File: src/rtl/branch_seek_unit.sv
// Bracket matcher for the branch path: scans forward from a CBF or backward from a CBB,
// tracking nesting depth, and reports the matching bracket address + 1 to the core.
package definitions;
    typedef enum logic [3:0] {
        NOP, INC, DEC, PTR_INC, PTR_DEC, PUT, GET, CBF, CBB
    } op_code;
endpackage

module branch_seek_unit
    import definitions::*;
#(
    parameter int PC_W    = 16,
    parameter int DEPTH_W = 8
) (
    input  logic            clk,
    input  logic            rst_n,
    input  logic            start,
    input  logic            dir,
    input  logic [PC_W-1:0] start_pc,
    input  logic            abort,
    output logic            fetch_req,
    output logic [PC_W-1:0] fetch_addr,
    input  logic            fetch_valid,
    input  op_code          fetch_op,
    output logic            busy,
    output logic            done,
    output logic [PC_W-1:0] target_pc,
    output logic            error,
    output logic [1:0]      err_code
);
    typedef enum logic [1:0] {IDLE, SEEK, DONE, FAIL} state_t;

    localparam logic [PC_W-1:0]    PC_MAX    = '1;
    localparam logic [PC_W-1:0]    PC_ONE    = PC_W'(1);
    localparam logic [DEPTH_W-1:0] DEPTH_MAX = '1;
    localparam logic [DEPTH_W-1:0] DEPTH_ONE = DEPTH_W'(1);
    localparam logic [1:0]         ERR_DEPTH = 2'b01;
    localparam logic [1:0]         ERR_WRAP  = 2'b10;

    state_t             state_reg;
    logic [DEPTH_W-1:0] depth_reg;
    logic               dir_reg;

    logic            is_opener;
    logic            is_closer;
    logic            at_limit;
    logic            depth_full;
    logic            last_close;
    logic            start_wrap;
    logic [PC_W-1:0] step_addr;
    logic [PC_W-1:0] first_addr;

    // Opener/closer roles swap with the scan direction.
    always_comb begin
        is_opener  = dir_reg ? (fetch_op == CBB) : (fetch_op == CBF);
        is_closer  = dir_reg ? (fetch_op == CBF) : (fetch_op == CBB);
        at_limit   = dir_reg ? (fetch_addr == '0) : (fetch_addr == PC_MAX);
        step_addr  = dir_reg ? (fetch_addr - PC_ONE) : (fetch_addr + PC_ONE);
        depth_full = (depth_reg == DEPTH_MAX);
        last_close = (depth_reg == DEPTH_ONE);
        start_wrap = dir ? (start_pc == '0) : (start_pc == PC_MAX);
        first_addr = dir ? (start_pc - PC_ONE) : (start_pc + PC_ONE);
    end

    always_ff @(posedge clk or negedge rst_n) begin
        if (!rst_n) begin
            state_reg  <= IDLE;
            depth_reg  <= '0;
            dir_reg    <= 1'b0;
            fetch_req  <= 1'b0;
            fetch_addr <= '0;
            busy       <= 1'b0;
            done       <= 1'b0;
            error      <= 1'b0;
            target_pc  <= '0;
            err_code   <= '0;
        end else begin
            case (state_reg)
                IDLE: begin
                    if (start && !abort) begin
                        depth_reg  <= DEPTH_ONE;
                        dir_reg    <= dir;
                        fetch_addr <= first_addr;
                        target_pc  <= '0;
                        if (start_wrap) begin
                            state_reg <= FAIL;
                            error     <= 1'b1;
                            err_code  <= ERR_WRAP;
                        end else begin
                            state_reg <= SEEK;
                            busy      <= 1'b1;
                            fetch_req <= 1'b1;
                            err_code  <= '0;
                        end
                    end
                end
                SEEK: begin
                    if (abort) begin
                        state_reg <= IDLE;
                        busy      <= 1'b0;
                        fetch_req <= 1'b0;
                    end else if (fetch_valid) begin
                        // Termination checks take priority over the address step.
                        if (is_opener && depth_full) begin
                            state_reg <= FAIL;
                            busy      <= 1'b0;
                            fetch_req <= 1'b0;
                            error     <= 1'b1;
                            err_code  <= ERR_DEPTH;
                        end else if (is_closer && last_close) begin
                            state_reg <= DONE;
                            busy      <= 1'b0;
                            fetch_req <= 1'b0;
                            done      <= 1'b1;
                            target_pc <= fetch_addr + PC_ONE;
                            depth_reg <= '0;
                        end else if (at_limit) begin
                            state_reg <= FAIL;
                            busy      <= 1'b0;
                            fetch_req <= 1'b0;
                            error     <= 1'b1;
                            err_code  <= ERR_WRAP;
                        end else begin
                            fetch_addr <= step_addr;
                            if (is_opener) begin
                                depth_reg <= depth_reg + DEPTH_ONE;
                            end else if (is_closer) begin
                                depth_reg <= depth_reg - DEPTH_ONE;
                            end
                        end
                    end
                end
                DONE, FAIL: begin
                    state_reg <= IDLE;
                    done      <= 1'b0;
                    error     <= 1'b0;
                end
                default: begin
                    state_reg <= IDLE;
                    busy      <= 1'b0;
                    fetch_req <= 1'b0;
                    done      <= 1'b0;
                    error     <= 1'b0;
                end
            endcase
        end
    end
endmodule

File: config.mk
export PLATFORM = sky130hd
export DESIGN_NAME = branch_seek_unit
export DESIGN_NICKNAME = d
export VERILOG_FILES = /design/src/rtl/branch_seek_unit.sv
export SDC_FILE = /design/constraint.sdc
export NUM_CORES = 1
export LEC_CHECK = 0
export CAP_MARGIN = 20
export CORE_ASPECT_RATIO = 1.75
export CORE_UTILIZATION = 45
export DETAILED_ROUTE_END_ITERATION = 6
export MAX_ROUTING_LAYER = met4
export PLACE_DENSITY_LB_ADDON = 0.3
export SLEW_MARGIN = 30
export SYNTH_ARGS = -nofsm -noshare
export SYNTH_HDL_FRONTEND = slang
export SYNTH_SLANG_ARGS = --single-unit
File: constraint.sdc
create_clock -name clk -period 3.5 [get_ports clk]
set_clock_uncertainty 0.2 [all_clocks]
set_input_delay 0.35 -clock clk [delete_from_list [all_inputs] [get_ports clk]]
set_output_delay 0.35 -clock clk [all_outputs]
set_load 0.005 [all_outputs]
==> summary.txt <==
Status
  • Status: completed

Yosys
  • Synth Cell Area: 4230 um^2
  • Dominant synthesized flop cell: dfrtp_1
  • Synth async-reset ratio: 100%
  • Syn nets: 562
  • Post-synth EDFFs: 0
  • Dominant cell type by area after synthesis: dfrtp_1
  • Synth warn: 0
  • Distinct cell type count of the synthesized netlist: 82
  • Synth top area share: 28.4%
  • Avg Cell Area, Syn: 8.20 um^2
  • Register area share after synthesis: 28.4%
  • Mapped Cells: 515
  • Synth top area cells: dfrtp_1 28%, ha_1 5.9%, nand2_1 5.0%
  • #FFs+latches synth: 48

GRT
  • Gr usage total: 27.0%
  • Vias in the first global route: 4,155
  • Total gr overflow: 0
  • Initial antenna violation count: 0
  • First-pass GRT wire length: 19.8 mm
  • Pin count of the biggest net entering global routing: 49

Timing
  • Worst-margin pin slew: 846 ps
  • Final hold vios: 0
  • Maximum clock frequency: 335 MHz
  • Final worst slack: 511 ps
  • Slew HR: 43.1%
  • Final setup violation count: 0
  • Post-route minimum period: 2990 ps
  • RSZ-0062 raised after global routing: false
  • Max-slew violations: 0
  • Fin crit share: 85.4%
  • Setup TNS: 0 ps

Place
  • # port buffers: 63
  • HPWL Detailed: 9.49 mm
  • Placed instance area: 4910 um^2
  • GPL Wtd Cong: 0.911
  • Worst slack, placed: 236 ps

Layout
  • Commonest non-fill, non-tap cell in the layout: clkdlybuf4s50_1
  • Final instance area: 5070 um^2
  • Util after Layout: 55.7%
  • Fillers: 897
  • Nets@finish: 614
  • Share of cells above drive strength 1: 7.75%
  • Inserted Diodes: 0
  • Area delta synth->final: 20.0%
  • Commonest cells after routing, fill and taps aside: 62 x clkdlybuf4s50_1, 56 x nand2_1, 48 x dfrtp_1

Power and ir drop
  • P_leak: 1.92 nW
  • Cell area power density: 566 nW/um^2
  • Max VDD drop: 0.345 mV

Clock tree
  • CTS Root Cell: clkbuf_16
  • Max Buffers Root-to-Sink: 2
  • Post-CTS sizing: 0
  • CTS tree: built
  • Worst-Skew Late Latency: 290 ps
  • CTS sink count: 48
  • Register clock-pin slew on the reported worst setup and hold paths: 70 ps
  • Num CTS Buffers: 5
  • H-tree depth: 2

Critical path
  • Crit-path max cell delay: 640 ps
  • Critical path buffers and inverters: 2
  • Worst EP arrival: 2970 ps
  • Worst setup EP type: flip-flop
  • CP Max Fanout: 9
  • CP max-delay cell: clkdlybuf4s50_1
  • Top delay family on crit path: buffers and inverters
  • WP data required: 3480 ps
  • Worst Setup Path Type: input pin to flip-flop
  • Kind of launch point of the worst setup path: input pin
  • Cell Chain, Critical Path: clkdlybuf4s50_1, buf_4, ha_1, o21ai_0, o21bai_1, nor4b_1, nor2_1, xor2_1, a221o_1

Drt
  • Via count: 4,237
  • DRC: 0
  • Total wire length: 12.2 mm
  • Post-route ant nets: 0
  • WL/cell: 17.7 um
  • Detail-routed via count per cell: 6.16
  • Initial DRT Pass Iterations: 5
  • Iteration-0 DRC Markers: 313

Run
  • Max-cap viol count: 0

Floorplan
  • Die area: 9800 um^2
  • Io pins: 64
  • Row Count: 46
  • Core box area: 9090 um^2
  • Die W: 75.3 um
  • Die height: 130 um
  • Initial Util: 46.5%

Worst hold path
  • Tightest Hold Check Type: flip-flop to flip-flop
==> path summary, 6_finish.rpt <==
check	from	to	slack, ps	depth (start not counted)
setup / recovery	dir	fetch_addr[11]	510	9
hold / removal	target_pc[4]	target_pc[4]	280	2
setup reg to reg	fetch_addr[0]	fetch_addr[15]	570	7
hold reg to reg	target_pc[4]	target_pc[4]	280	2
max in group asynchronous	rst_n	depth_reg[3]	2230	2
min in group asynchronous	rst_n	fetch_addr[4]	410	2
==> power breakdown <==
group | internal [mW] | switching, mW | total [mW]
clock network | 0.285 | 0.205 | 0.491
registers | 0.697 | 0.324 | 1.02
logic | 0.690 | 0.668 | 1.36
==> stage by stage <==
step / total power, mW / hold WS (ps) / cells
2_1_floorplan: 1.84 / -146 / 515
3_3_place_gp: 2.34 / 262 / 679
3_5_place_dp: 2.38 / 217 / 679
4_1_cts: 2.87 / 283 / 688
5_1_grt: 3.06 / 296 / 688
6_report: 2.87 / 276 / 688
==> final cells by class <==
cell class,count,area [um^2],share of cell area (%)
well taps,120,150,2.96
multi-input cells,422,2790,55.0
clock buffers,8,146,2.89
repair buffers,77,736,14.5
flip-flops and latches,48,1200,23.7
inverters,13,48.8,0.963
==> cell usage after synthesis (all sizes together), types with 4 or more instances <==
master,instances
ha,20
o211ai,5
clkbuf,17
and3,7
or3,6
a211oi,9
buf,14
o31ai,10
xnor2,17
nor3,16
nand2,57
dfrtp,48
and4,7
inv,13
nor2,40
o22ai,11
nor4b,4
a2bb2oi,5
a21oi,30
mux2i,7
xor2,10
nand4,14
o21ai,43
nand3,22
o21a,5
nor4,7
nand4b,4
a21o,4
a31oi,8
==> what timing repair did <==
action / CTS / global route
hold buffers: 1 / 0
buffers inserted: 0 / 0
hold endpoints to repair: 48 / 0
==> tightest hold or removal path, stage by stage (launching register included) <==
cell and delay (ps):
dfrtp_1 340, nand2_1 50, o21ai_0 60
==> routing by layer <==
| layer | vias up | part of all wire [%] | track usage, % |
|---|---|---|---|
| met5 | - | 0 | - |
| met4 | 0 | 4.5 | 14.1 |
| met3 | 32 | 3.4 | 3.09 |
| met2 | 133 | 52 | 47.3 |
| met1 | 2018 | 40 | 29.3 |
| li1 | 2054 | - | - |
==> cell families (layout without fill, tap and decap cells) <==
kind of cell | after synthesis | after routing | synth area share [%]
adder cells (fa/ha/maj) | 21 | 21 | 6.40
AO/OA/AOI/OAI | 160 | 160 | 25.9
flip-flops | 48 | 48 | 28.4
multiplexers | 9 | 9 | 2.66
buffers and inverters | 45 | 98 | 5.63
AND/OR/NAND/NOR | 205 | 205 | 25.3
XOR/XNOR | 27 | 27 | 5.60
No activity file was read; power rests on OpenSTA's default activity.
